--- config.mk ---
export PLATFORM = sky130hd
export DESIGN_NAME = ped_request_ctrl
export DESIGN_NICKNAME = d
export VERILOG_FILES = /design/src/rtl/ped_request_ctrl.sv
export SDC_FILE = /design/constraint.sdc
export NUM_CORES = 1
export LEC_CHECK = 0
export CAP_MARGIN = 20
export CORE_AREA = 2 2 67 69
export DETAILED_ROUTE_END_ITERATION = 8
export DIE_AREA = 0 0 69 71
export GPL_ROUTABILITY_DRIVEN = 0
export PLACE_DENSITY = 0.57
export SLEW_MARGIN = 15
export SYNTH_ARGS = -nofsm -noshare
export SYNTH_HDL_FRONTEND = slang
export SYNTH_SLANG_ARGS = --single-unit
--- constraint.sdc ---
create_clock -name clk -period 2.6 [get_ports clk]
set_input_delay 0.78 -clock clk [delete_from_list [all_inputs] [get_ports clk]]
set_output_delay 0.78 -clock clk [all_outputs]
set_load 0.02 [all_outputs]
--- src/rtl/ped_request_ctrl.sv ---
// ped_request_ctrl: synchronise and debounce a push-button, latch a request until ack,
// then hold off new requests for a cooldown window.
module ped_request_ctrl #(
  parameter int SYNC_STAGES     = 2,
  parameter int DEBOUNCE_CYCLES = 16,
  parameter int COOLDOWN_CYCLES = 32,
  parameter int CNT_W           = 8
) (
  input  logic             clk,
  input  logic             rst,
  input  logic             bt_raw,
  input  logic             ack,
  output logic             req,
  output logic             bt_pulse,
  output logic             busy,
  output logic [CNT_W-1:0] press_count
);
  localparam int DW = $clog2(DEBOUNCE_CYCLES) + 1;
  localparam int CW = $clog2(COOLDOWN_CYCLES + 2);
  typedef enum logic [1:0] {IDLE, CHECK_HI, HELD, CHECK_LO} state_t;
  state_t state, nxt;
  logic [SYNC_STAGES-1:0] sync;
  logic [DW-1:0] cnt, nxt_cnt;
  logic [CW-1:0] cd;
  logic bt_s, last, press;
  assign bt_s = sync[SYNC_STAGES-1];
  assign last = cnt == DW'(DEBOUNCE_CYCLES - 1);
  assign busy = cd != '0;
  always_ff @(posedge clk or negedge rst)
    if (!rst) begin
      sync  <= '0;
      state <= IDLE;
      cnt   <= '0;
    end else begin
      sync  <= {sync[SYNC_STAGES-2:0], bt_raw};
      state <= nxt;
      cnt   <= nxt_cnt;
    end
  always_comb begin
    nxt     = state;
    nxt_cnt = cnt;
    case (state)
      IDLE:     if (bt_s) begin nxt = CHECK_HI; nxt_cnt = '0; end
      CHECK_HI: if (!bt_s) nxt = IDLE; else if (last) nxt = HELD; else nxt_cnt = cnt + 1'b1;
      HELD:     if (!bt_s) begin nxt = CHECK_LO; nxt_cnt = '0; end
      CHECK_LO: if (bt_s) nxt = HELD; else if (last) nxt = IDLE; else nxt_cnt = cnt + 1'b1;
      default:  nxt = IDLE;
    endcase
  end
  always_comb press = (state == CHECK_HI) && bt_s && last;
  // ack wins over a simultaneous press; busy is the pre-edge cooldown value
  always_ff @(posedge clk or negedge rst)
    if (!rst) begin
      req         <= 1'b0;
      bt_pulse    <= 1'b0;
      cd          <= '0;
      press_count <= '0;
    end else begin
      bt_pulse <= press;
      if (req && ack) begin
        req <= 1'b0;
        cd  <= CW'(COOLDOWN_CYCLES);
      end else begin
        if (busy) cd <= cd - 1'b1;
        if (press && !req && !busy) begin
          req <= 1'b1;
          if (press_count != '1) press_count <= press_count + 1'b1;
        end
      end
    end
endmodule

Yosys cells after proc, flatten, opt, wreduce, memory -nomap -nowiden
Cells that the tools add are included.
{"block": "word_totals", "ff_bits": 25, "input_bits": 4, "output_inout_bits": 11, "wordCells": 53}
{"block": "op_classes", "n_addsub": 3, "eq_ne": 11, "muxes": 17, "n_bitwise": 1, "reduce_logical": 14}
{"operator": "5-bit two-way mux", "count": 5}
{"operator": "5-bit one-hot mux with 4 select lines", "count": 1}
{"operator": "2-bit two-way mux", "count": 6}
{"operator": "6-bit two-way mux", "count": 2}
{"operator": "8-bit by 1-bit adder with 8-bit output (second input constant)", "count": 1}
{"operator": "2-bit inequality test (second input constant)", "count": 4}
{"operator": "8-bit inequality test (second input constant)", "count": 1}
{"operator": "2-bit one-hot mux with 4 select lines", "count": 1}
{"operator": "4-bit AND reduction", "count": 2}
{"operator": "3-bit inequality test (second input constant)", "count": 2}
{"operator": "6-bit nonzero test", "count": 1}
{"operator": "6-bit by 1-bit subtractor with 6-bit output (second input constant)", "count": 1}
{"operator": "5-bit by 1-bit adder with 5-bit output (second input constant)", "count": 1}
{"operator": "5-bit by 4-bit equality test with 1-bit output (second input constant)", "count": 1}
{"operator": "1-bit logical AND", "count": 5}
{"operator": "2-bit equality test (second input constant)", "count": 2}
{"operator": "2-bit nonzero test", "count": 2}
{"operator": "3-bit AND reduction", "count": 1}
{"operator": "2-bit by 1-bit equality test with 1-bit output (second input constant)", "count": 1}
{"operator": "1-bit logical NOT", "count": 2}
{"operator": "2-bit logical NOT", "count": 1}
{"operator": "1-bit two-way mux", "count": 2}
{"operator": "1-bit inverter", "count": 1}

Longest topological paths before layout
Gate-level depths: netlist of run 1.
{"block": "depth", "ltp_word": 7, "ltp_mapped": 7, "ltp_nobuf": 7}

Worst setup path before layout of run 1
OpenSTA, ideal clock, no wires.
{"block": "synth_timing", "kind": "register -> register", "start": "register cnt[0]", "end": "register press_count[1]", "setup_time_ns": 0.125, "t_arrival_ns": 1.972, "t_required_ns": 2.475, "setup_slack_ns": 0.502, "path_stages_with_launch": 8, "path_buffers": 0, "synth_period_minus_slack_ns": 2.098, "path_cell_list": "dfrtp_1 -> ha_1 -> and3_1 -> ha_1 -> nand4b_1 -> nor4_4 -> and2_4 -> mux2_4"}
{"block": "synth_between", "elab_chain_cells": 5}
{"item": "from (decl)", "line": "23", "text": "logic [DW-1:0] cnt, nxt_cnt;"}
{"item": "from (signal assigned)", "line": "37", "text": "cnt <= nxt_cnt;"}
{"item": "5-bit by 4-bit equality test with 1-bit output", "line": "27", "text": "assign last = cnt == DW'(DEBOUNCE_CYCLES - 1);"}
{"item": "1-bit logical AND", "line": "50", "text": "always_comb press = (state == CHECK_HI) && bt_s && last;"}
{"item": "1-bit logical AND (2 in a row)", "line": "65", "text": "if (press && !req && !busy) begin"}
{"item": "3-bit AND reduction (no line)"}
{"item": "to (signal assigned)", "line": "67", "text": "if (press_count != '1) press_count <= press_count + 1'b1;"}
{"item": "to (decl)", "line": "16", "text": "output logic [CNT_W-1:0] press_count"}
Every way passes these cells.
A chain may end at the register's enable or synchronous reset.

Worst setup path after layout of run 1
{"block": "layout_timing", "start": "register cd[2]", "end": "output port busy"}
{"block": "layout_between", "elab_chain_cells": 1}
{"item": "from (decl)", "line": "24", "text": "logic [CW-1:0] cd;"}
{"item": "from (signal assigned)", "line": "62", "text": "cd <= CW'(COOLDOWN_CYCLES);"}
{"item": "from (signal assigned)", "line": "64", "text": "if (busy) cd <= cd - 1'b1;"}
{"item": "6-bit nonzero test", "line": "28", "text": "assign busy = cd != '0;"}
{"item": "to (decl)", "line": "15", "text": "output logic busy,"}
Every way passes these cells.

==> summary.txt, run 1 <==
Outcome
  • Result of the run: finished, final reports clean

Logic synthesis
  • Share of synthesized cell area in full adder, half adder and majority cells: 5.22%
  • Synth Net Count: 118
  • Dominant synthesized flop cell: sky130_fd_sc_hd__dfrtp_1
  • Dominant combinational cell family by area after synthesis: simple AND/OR/NAND/NOR gates
  • Area share of xor/xnor cells in the synthesized design: 7.31%
  • Average size of a mapped cell: 11.0 um^2
  • Synthesized instance count: 109
  • Total number of yosys warnings: 0
  • Simple-gate area share of the yosys netlist: 21.3%
  • Number of flops mapped to enable cells by yosys: 0
  • Unique masters post-synth: 32
  • Post-synthesis compound-gate area fraction: 9.29%
  • Total of flip-flops plus latches after synthesis: 25
  • Post-synthesis cell area: roughly 1200 um^2
  • Post-synth ARST share: 100%
  • Proportion of synthesized area in mux cells: 2.19%
  • Seq/Total Area, Yosys: 52.2%

Worst setup path
  • Largest fanout on the critical path: 5
  • Arrival time of data at the critical path endpoint: roughly 1.7 ns
  • Required time of the worst setup path: 1.82 ns
  • Worst setup EP type: output port
  • Setup crit start kind: register
  • Worst reg-to-reg setup slack: 0.48 ns
  • Kind of critical path: register to output port

Power and ir drop
  • Part of the total power dissipated in combinational logic: 26.0%
  • Part of the total power dissipated in the clock network: 22.5%
  • P_int: 0.685 mW
  • Sw power: ~0.3 mW
  • Power per Cell Area: 675 nW/um^2
  • Leak: 0.675 nW
  • Peak supply drop: 0.195 mV
  • Overall power of the completed layout: ~0.99 mW
  • Sequential cell fraction of total power: 51.5%
  • Switching fraction of total power: 30.8%

Detailed routing
  • Total Wirelength: 2100 um
  • Number of detailed-route iterations in the first pass: 4
  • Via count: a little over 800
  • Initial DRC count: 56
  • Routed wire length per instance: 11.6 um
  • Count of nets left with antenna violations after detail routing: 0
  • DRC viols: 0
  • Post-DR vias/cell: 4.59

Floorplanning
  • Number of placement rows: 24
  • Chip width: 69 um
  • Starting utilization of the core area: 28.5%
  • Ports placed on the boundary: 15
  • Floorplan die height: 71 um
  • Placeable core region: 4200 um^2
  • Die Outline Area: 4900 um^2

Finish
  • Number of nets at the end of the flow: 139
  • Inserted Diodes: 0
  • Final core utilization: 34.9%
  • Most common cell after layout, fill and taps aside: sky130_fd_sc_hd__dfrtp_1
  • Syn-to-layout area delta: 22.4%
  • Highest-count cells in the layout ignoring fill and taps: sky130_fd_sc_hd__dfrtp_1, sky130_fd_sc_hd__clkdlybuf4s50_1, sky130_fd_sc_hd__inv_1, sky130_fd_sc_hd__nor2_1, sky130_fd_sc_hd__nand2_1
  • Share of cells above drive strength 1: 10.9%
  • Final cell area excluding filler cells: 1470 um^2

STA
  • Unrepaired setup endpoints after global routing: false
  • Worst Clk Skew: 0.00525 ns
  • Final Hold Viols: 0
  • Fraction of the cycle the final worst path needs: 95.8%
  • Post-layout worst setup margin: ~0.11 ns
  • Worst-Margin Slew: 0.405 ns
  • Rel. slew slack: between 70% and 80%
  • Crit path time final: 2.49 ns
  • Slew Limit Fails: 0
  • Final setup violation count: 0
  • Maximum frequency from static timing analysis: between 0.4 and 0.5 GHz
  • Total Negative Setup Slacks: 0 ns

Clocking
  • Clock transition at the registers of the reported paths: 0.08 ns
  • TritonCTS clock tree: done
  • Setup repair bufs after CTS: 0
  • Later-pin clock latency in the skew report: 0.26 ns
  • Buffer type at the clock tree root: sky130_fd_sc_hd__clkbuf_8
  • Clock buffers created by TritonCTS: 3
  • Clock sink total: 25
  • CTS max path bufs: 2
  • H-tree Lvls: 1

Place
  • Post-place setup slack: 0.178 ns
  • Number of port buffers: 14
  • Post-DP HPWL: 1610 um
  • Area post-placement: 1420 um^2

Global routing
  • Wire length of the first global-routing pass: 3760 um
  • Aggregate global routing overflow: 0
  • Maximum number of pins on one net before global-route repair: 26
  • Number of antenna violations at the first check in global routing: 0
  • Vias in the first global route: 874
  • Overall Global Routing Usage: 9.50%

Worst hold path
  • Type of the worst min-delay path: register to register

Run
  • Number of max-cap violations: 0
## metal layers
metal,wire [um],global-route usage [%],up-vias
met1,1000,11.6,390
met4,65,6.10,0
li1,-,-,417
met3,61,1.85,6
met5,0,0,-
met2,973,15.4,17
## sequential cells by signal, summed over array words and instances (netlist names), named ones only
name / cells
press_count: 8
cnt: 5
req: 1
cd: 6
state: 1
sync: 2
bt_pulse: 1
## final cells by class
cell class / instances / area, um^2
fill: 428 / 2740
timing repair buffer: 17 / 161
clock inverter: 1 / 5.00
sequential: 25 / 626
inverter: 7 / 26.3
tap: 52 / 65.1
multi-input combinational: 76 / 543
clock buffer: 3 / 41.3
## power groups by stage
stage	clock network (mW)	registers, mW	logic, mW
2_1_floorplan	0	0.505	0.197
3_3_place_gp	0	0.513	0.247
3_5_place_dp	0	0.520	0.263
4_1_cts	0.234	0.512	0.264
5_1_grt	0.256	0.522	0.294
6_report	0.223	0.511	0.257
## Yosys cell counts, types with 2 or more instances
cell	instances	area share, %
sky130_fd_sc_hd__nand3b_1	2	1.3
sky130_fd_sc_hd__o21ai_0	4	1.7
sky130_fd_sc_hd__nor2_1	7	2.2
sky130_fd_sc_hd__xnor2_1	6	4.4
sky130_fd_sc_hd__nand2b_1	3	1.6
sky130_fd_sc_hd__a31oi_1	2	1.0
sky130_fd_sc_hd__and3_1	2	1.0
sky130_fd_sc_hd__inv_1	7	2.2
sky130_fd_sc_hd__a22o_1	2	1.5
sky130_fd_sc_hd__a21oi_1	3	1.3
sky130_fd_sc_hd__ha_1	5	5.2
sky130_fd_sc_hd__dfrtp_1	25	52
sky130_fd_sc_hd__nand4b_1	3	2.2
sky130_fd_sc_hd__nand2_1	7	2.2
sky130_fd_sc_hd__xor2_1	4	2.9
sky130_fd_sc_hd__nand3_1	4	1.7
sky130_fd_sc_hd__a21o_1	4	2.5
sky130_fd_sc_hd__nor3_1	5	2.1
## critical path: stages, from the launching register on
cell                            delay, ns
sky130_fd_sc_hd__dfrtp_1             0.42
sky130_fd_sc_hd__or3_4               0.43
sky130_fd_sc_hd__nor2_1              0.15
sky130_fd_sc_hd__inv_1               0.11
sky130_fd_sc_hd__dlygate4sd2_1       0.33
## metrics by stage
step	cells	hold slack [ns]
6_report	181	0.353
5_1_grt	181	0.361
4_1_cts	181	0.357
3_5_place_dp	177	0.337
3_3_place_gp	177	0.334
2_1_floorplan	109	0.331
## final timing paths
check / from / to / cells after the start
setup / recovery: cd[2] / busy / 4
hold / removal: sync[0] / sync[1] / 0
setup reg to reg: cnt[0] / press_count[1] / 7
hold reg to reg: sync[0] / sync[1] / 0
max in group asynchronous: rst / async pin / 2
min in group asynchronous: rst / press_count[2] / 2
## cells by family after synthesis
group / Yosys count
AOI/OAI and AO/OA: 17
xor gates and xnor gates: 10
adders and majority gates: 5
buffers and inverters: 8
DFF: 25
muxes: 2
and+or+nand+nor: 42
## timing repair
action / CTS / global route
hold buffers: 0 / 0
endpoints found under the setup margin: 1 / 0
gates resized for setup: 1 / 0
Note: power is estimated with default switching activity, not from simulation.
==> inputs of run 2 (changes only) <==
GPL_TIMING_DRIVEN = 0   (was unset)
==> run 2 against run 1 <==
Die area unchanged. Hold slack about the same. Register-to-register slack got worse by 0.26 ns. Worst setup slack got worse by 0.049 ns. Power increased by 1.4%. First-iteration DRC count decreased by 71%. Highest routed layer unchanged. Via count increased by 1.9%. Cell count increased by 0.55%. Cell area increased by 0.85%.
==> summary.txt, run 2 (synthesis results as in run 1) <==
STA
  • Slew Limit Fails: 0 (unchanged)
  • Rel. slew slack: 66.0% (-6.8 points)
  • Post-layout worst setup margin: 0.0596 ns (-0.0486 ns)
  • Total Negative Setup Slacks: 0 ns (unchanged)
  • Worst Clk Skew: 0.00458 ns (-0.000668 ns)
  • Maximum frequency from static timing analysis: 0.394 GHz (-1.9%)
  • Fraction of the cycle the final worst path needs: 97.7% (+1.9 points)
  • Final Hold Viols: 0 (unchanged)
  • Crit path time final: 2.54 ns (+0.0486 ns)
  • Worst-Margin Slew: 0.506 ns (+0.101 ns)
  • Final setup violation count: 0 (unchanged)

Clocking
  • Later-pin clock latency in the skew report: 0.26 ns (about the same)
  • Buffer type at the clock tree root: sky130_fd_sc_hd__clkbuf_8
  • H-tree Lvls: 1 (unchanged)
  • CTS max path bufs: 2 (unchanged)
  • Clock transition at the registers of the reported paths: 0.08 ns (about the same)
  • TritonCTS clock tree: done
  • Hold-fix buffers, CTS: 0 (unchanged)
  • Clock sink total: 25 (unchanged)
  • Clock buffers created by TritonCTS: 3 (unchanged)

Finish
  • Share of cells above drive strength 1: 10.8% (-0.083 points)
  • Largest registers: press_count (8), cd (6), cnt (5)
  • Register ranked first by flip-flop count: press_count
  • Syn-to-layout area delta: 23.5%
  • Most common cell after layout, fill and taps aside: sky130_fd_sc_hd__dfrtp_1
  • Flip-flop count of the largest register, all copies and words added: 8 (unchanged)
  • Highest-count cells in the layout ignoring fill and taps: sky130_fd_sc_hd__dfrtp_1, sky130_fd_sc_hd__clkdlybuf4s50_1, sky130_fd_sc_hd__inv_1, sky130_fd_sc_hd__nand2_1
  • Inserted Diodes: 0 (unchanged)
  • Number of nets at the end of the flow: 140 (+0.72%)

Worst setup path
  • Arrival time of data at the critical path endpoint: 1.76 ns (+0.05 ns)
  • Worst reg-to-reg setup slack: 0.22 ns (-0.26 ns)
  • Worst reg2reg startpoint: cnt[0]
  • Critical Path Start: cd[0]
  • Delay contributed by the slowest stage of the critical path: 0.40 ns (-0.03 ns)
  • Crit path cell chain: inv_1 > ha_1 > nand2b_1 > nor2_2 > inv_1 > dlygate4sd2_1
  • Worst setup EP type: output port
  • Largest fanout on the critical path: 5 (unchanged)
  • Setup crit start kind: register
  • Slowest cell on the critical path: sky130_fd_sc_hd__dfrtp_1
  • Buffers & Inverters on Critical Path: 3 (+1)
  • Required time of the worst setup path: 1.82 ns (about the same)
  • Kind of critical path: register to output port
  • CP delay by family, top: buffers and inverters
  • Cell type with the highest occurrence count on the critical path: sky130_fd_sc_hd__inv_1

Floorplanning
  • Floorplan die height: 71 um (unchanged)
  • Number of placement rows: 24 (unchanged)
  • Placeable core region: 4200 um^2 (unchanged)
  • Ports placed on the boundary: 15 (unchanged)
  • Starting utilization of the core area: 28.5% (unchanged)
  • Die Outline Area: 4900 um^2 (unchanged)
  • Chip width: 69 um (unchanged)

Power and ir drop
  • Part of the total power dissipated in the clock network: 22.1% (-0.4 points)
  • Overall power of the completed layout: 1.00 mW (+1.4%)
  • Sw power: 0.312 mW (+2.2%)
  • Leak: 0.676 nW (+0.12%)
  • Sequential cell fraction of total power: 50.8% (-0.7 points)
  • Part of the total power dissipated in combinational logic: 27.0% (+1.0 points)
  • Power per Cell Area: 678 nW/um^2 (+0.50%)
  • P_int: 0.692 mW (+0.96%)
  • Switching fraction of total power: 31.1% (+0.27 points)
  • Peak supply drop: 0.179 mV (-8.0%)

Detailed routing
  • Post-DR vias/cell: 4.65 (+1.4%)
  • Routed wire length per instance: 11.8 um (+1.4%)
  • Initial DRC count: 16 (-71%)
  • Number of detailed-route iterations in the first pass: 2 (-2)
  • DRC viols: 0 (unchanged)
  • Via count: 846 (+1.9%)
  • Total Wirelength: 2150 um (+2.0%)
  • Count of nets left with antenna violations after detail routing: 0 (unchanged)

Global routing
  • Maximum number of pins on one net before global-route repair: 18 (-31%)
  • Vias in the first global route: 873 (-0.11%)
  • Wire length of the first global-routing pass: 3730 um (-0.74%)
  • Overall Global Routing Usage: 9.41% (-0.091 points)
  • Aggregate global routing overflow: 0 (unchanged)
  • Number of antenna violations at the first check in global routing: 0 (unchanged)

Worst hold path
  • Type of the worst min-delay path: register to register
  • Beginning of the worst hold path: sync[0]

Outcome
  • Result of the run: finished, final reports clean

Place
  • Number of port buffers: 14 (unchanged)
  • Post-place setup slack: 0.0758 ns (-0.103 ns)
  • Post-DP HPWL: 1570 um (-2.3%)

Run
  • Number of max-cap violations: 0 (unchanged)
==> run 2: changes by cell type in the layout (fill, tap and decap cells not counted) <==
cell	previous run	this run
sky130_fd_sc_hd__clkbuf_1	0	2
sky130_fd_sc_hd__nor2_2	0	1
sky130_fd_sc_hd__buf_8	0	1
sky130_fd_sc_hd__clkinv_2	1	0
sky130_fd_sc_hd__nor2_1	7	6
sky130_fd_sc_hd__buf_4	3	2
==> run 2: cell type report <==
cell class                 count  area (um^2)
inverter                       7         26.3
buffer                         1         3.75
timing repair buffer          17          169
clock buffer                   4         45.0
fill                         425         2720
sequential                    25          626
tap                           52         65.1
multi-input combinational     76          546
==> run 2: worst register-to-register path, delay by kind of cell (launching register included) <==
kind,cells,cell delay (ns)
fa+ha+maj,2,0.40
mux,1,0.29
simple gates,4,1.18
flops,1,0.40
==> run 2: path summary, 6_finish.rpt <==
path	endpoint	cells past startpoint
max	busy	6
min in group asynchronous	cd[1]	1
min reg2reg	sync[1]	0
max in group asynchronous	cd[2]	2
max reg2reg	press_count[1]	7
min	sync[1]	0
==> run 2: routing by layer <==
metal	global-route usage, %	share of wire [%]
met5	0	0
met4	5.88	2.6
met3	1.85	3.4
met2	15.9	50
met1	11.0	44
==> run 2: what timing repair did <==
action	CTS	global route
buffers inserted	0	2
endpoints found under the setup margin	1	1
resized for setup	2	0
pin swaps	0	1
==> run 2: metrics by stage <==
step	utilization, %	cell area, um^2	std cells	hold WS (ns)
2_1_floorplan	-	1200	109	0.331
3_3_place_gp	33.4	1400	175	0.333
3_5_place_dp	33.8	1420	176	0.336
4_1_cts	34.9	1470	180	0.356
5_1_grt	35.2	1480	182	0.372
6_report	35.2	1480	182	0.353
==> run 2: power by group through the flow <==
stage          clock network [mW]  logic [mW]  registers, mW
6_report                    0.222       0.272          0.511
5_1_grt                     0.251       0.302          0.522
4_1_cts                     0.233       0.262          0.510
3_5_place_dp                    0       0.258          0.518
3_3_place_gp                    0       0.241          0.515
2_1_floorplan                   0       0.197          0.505
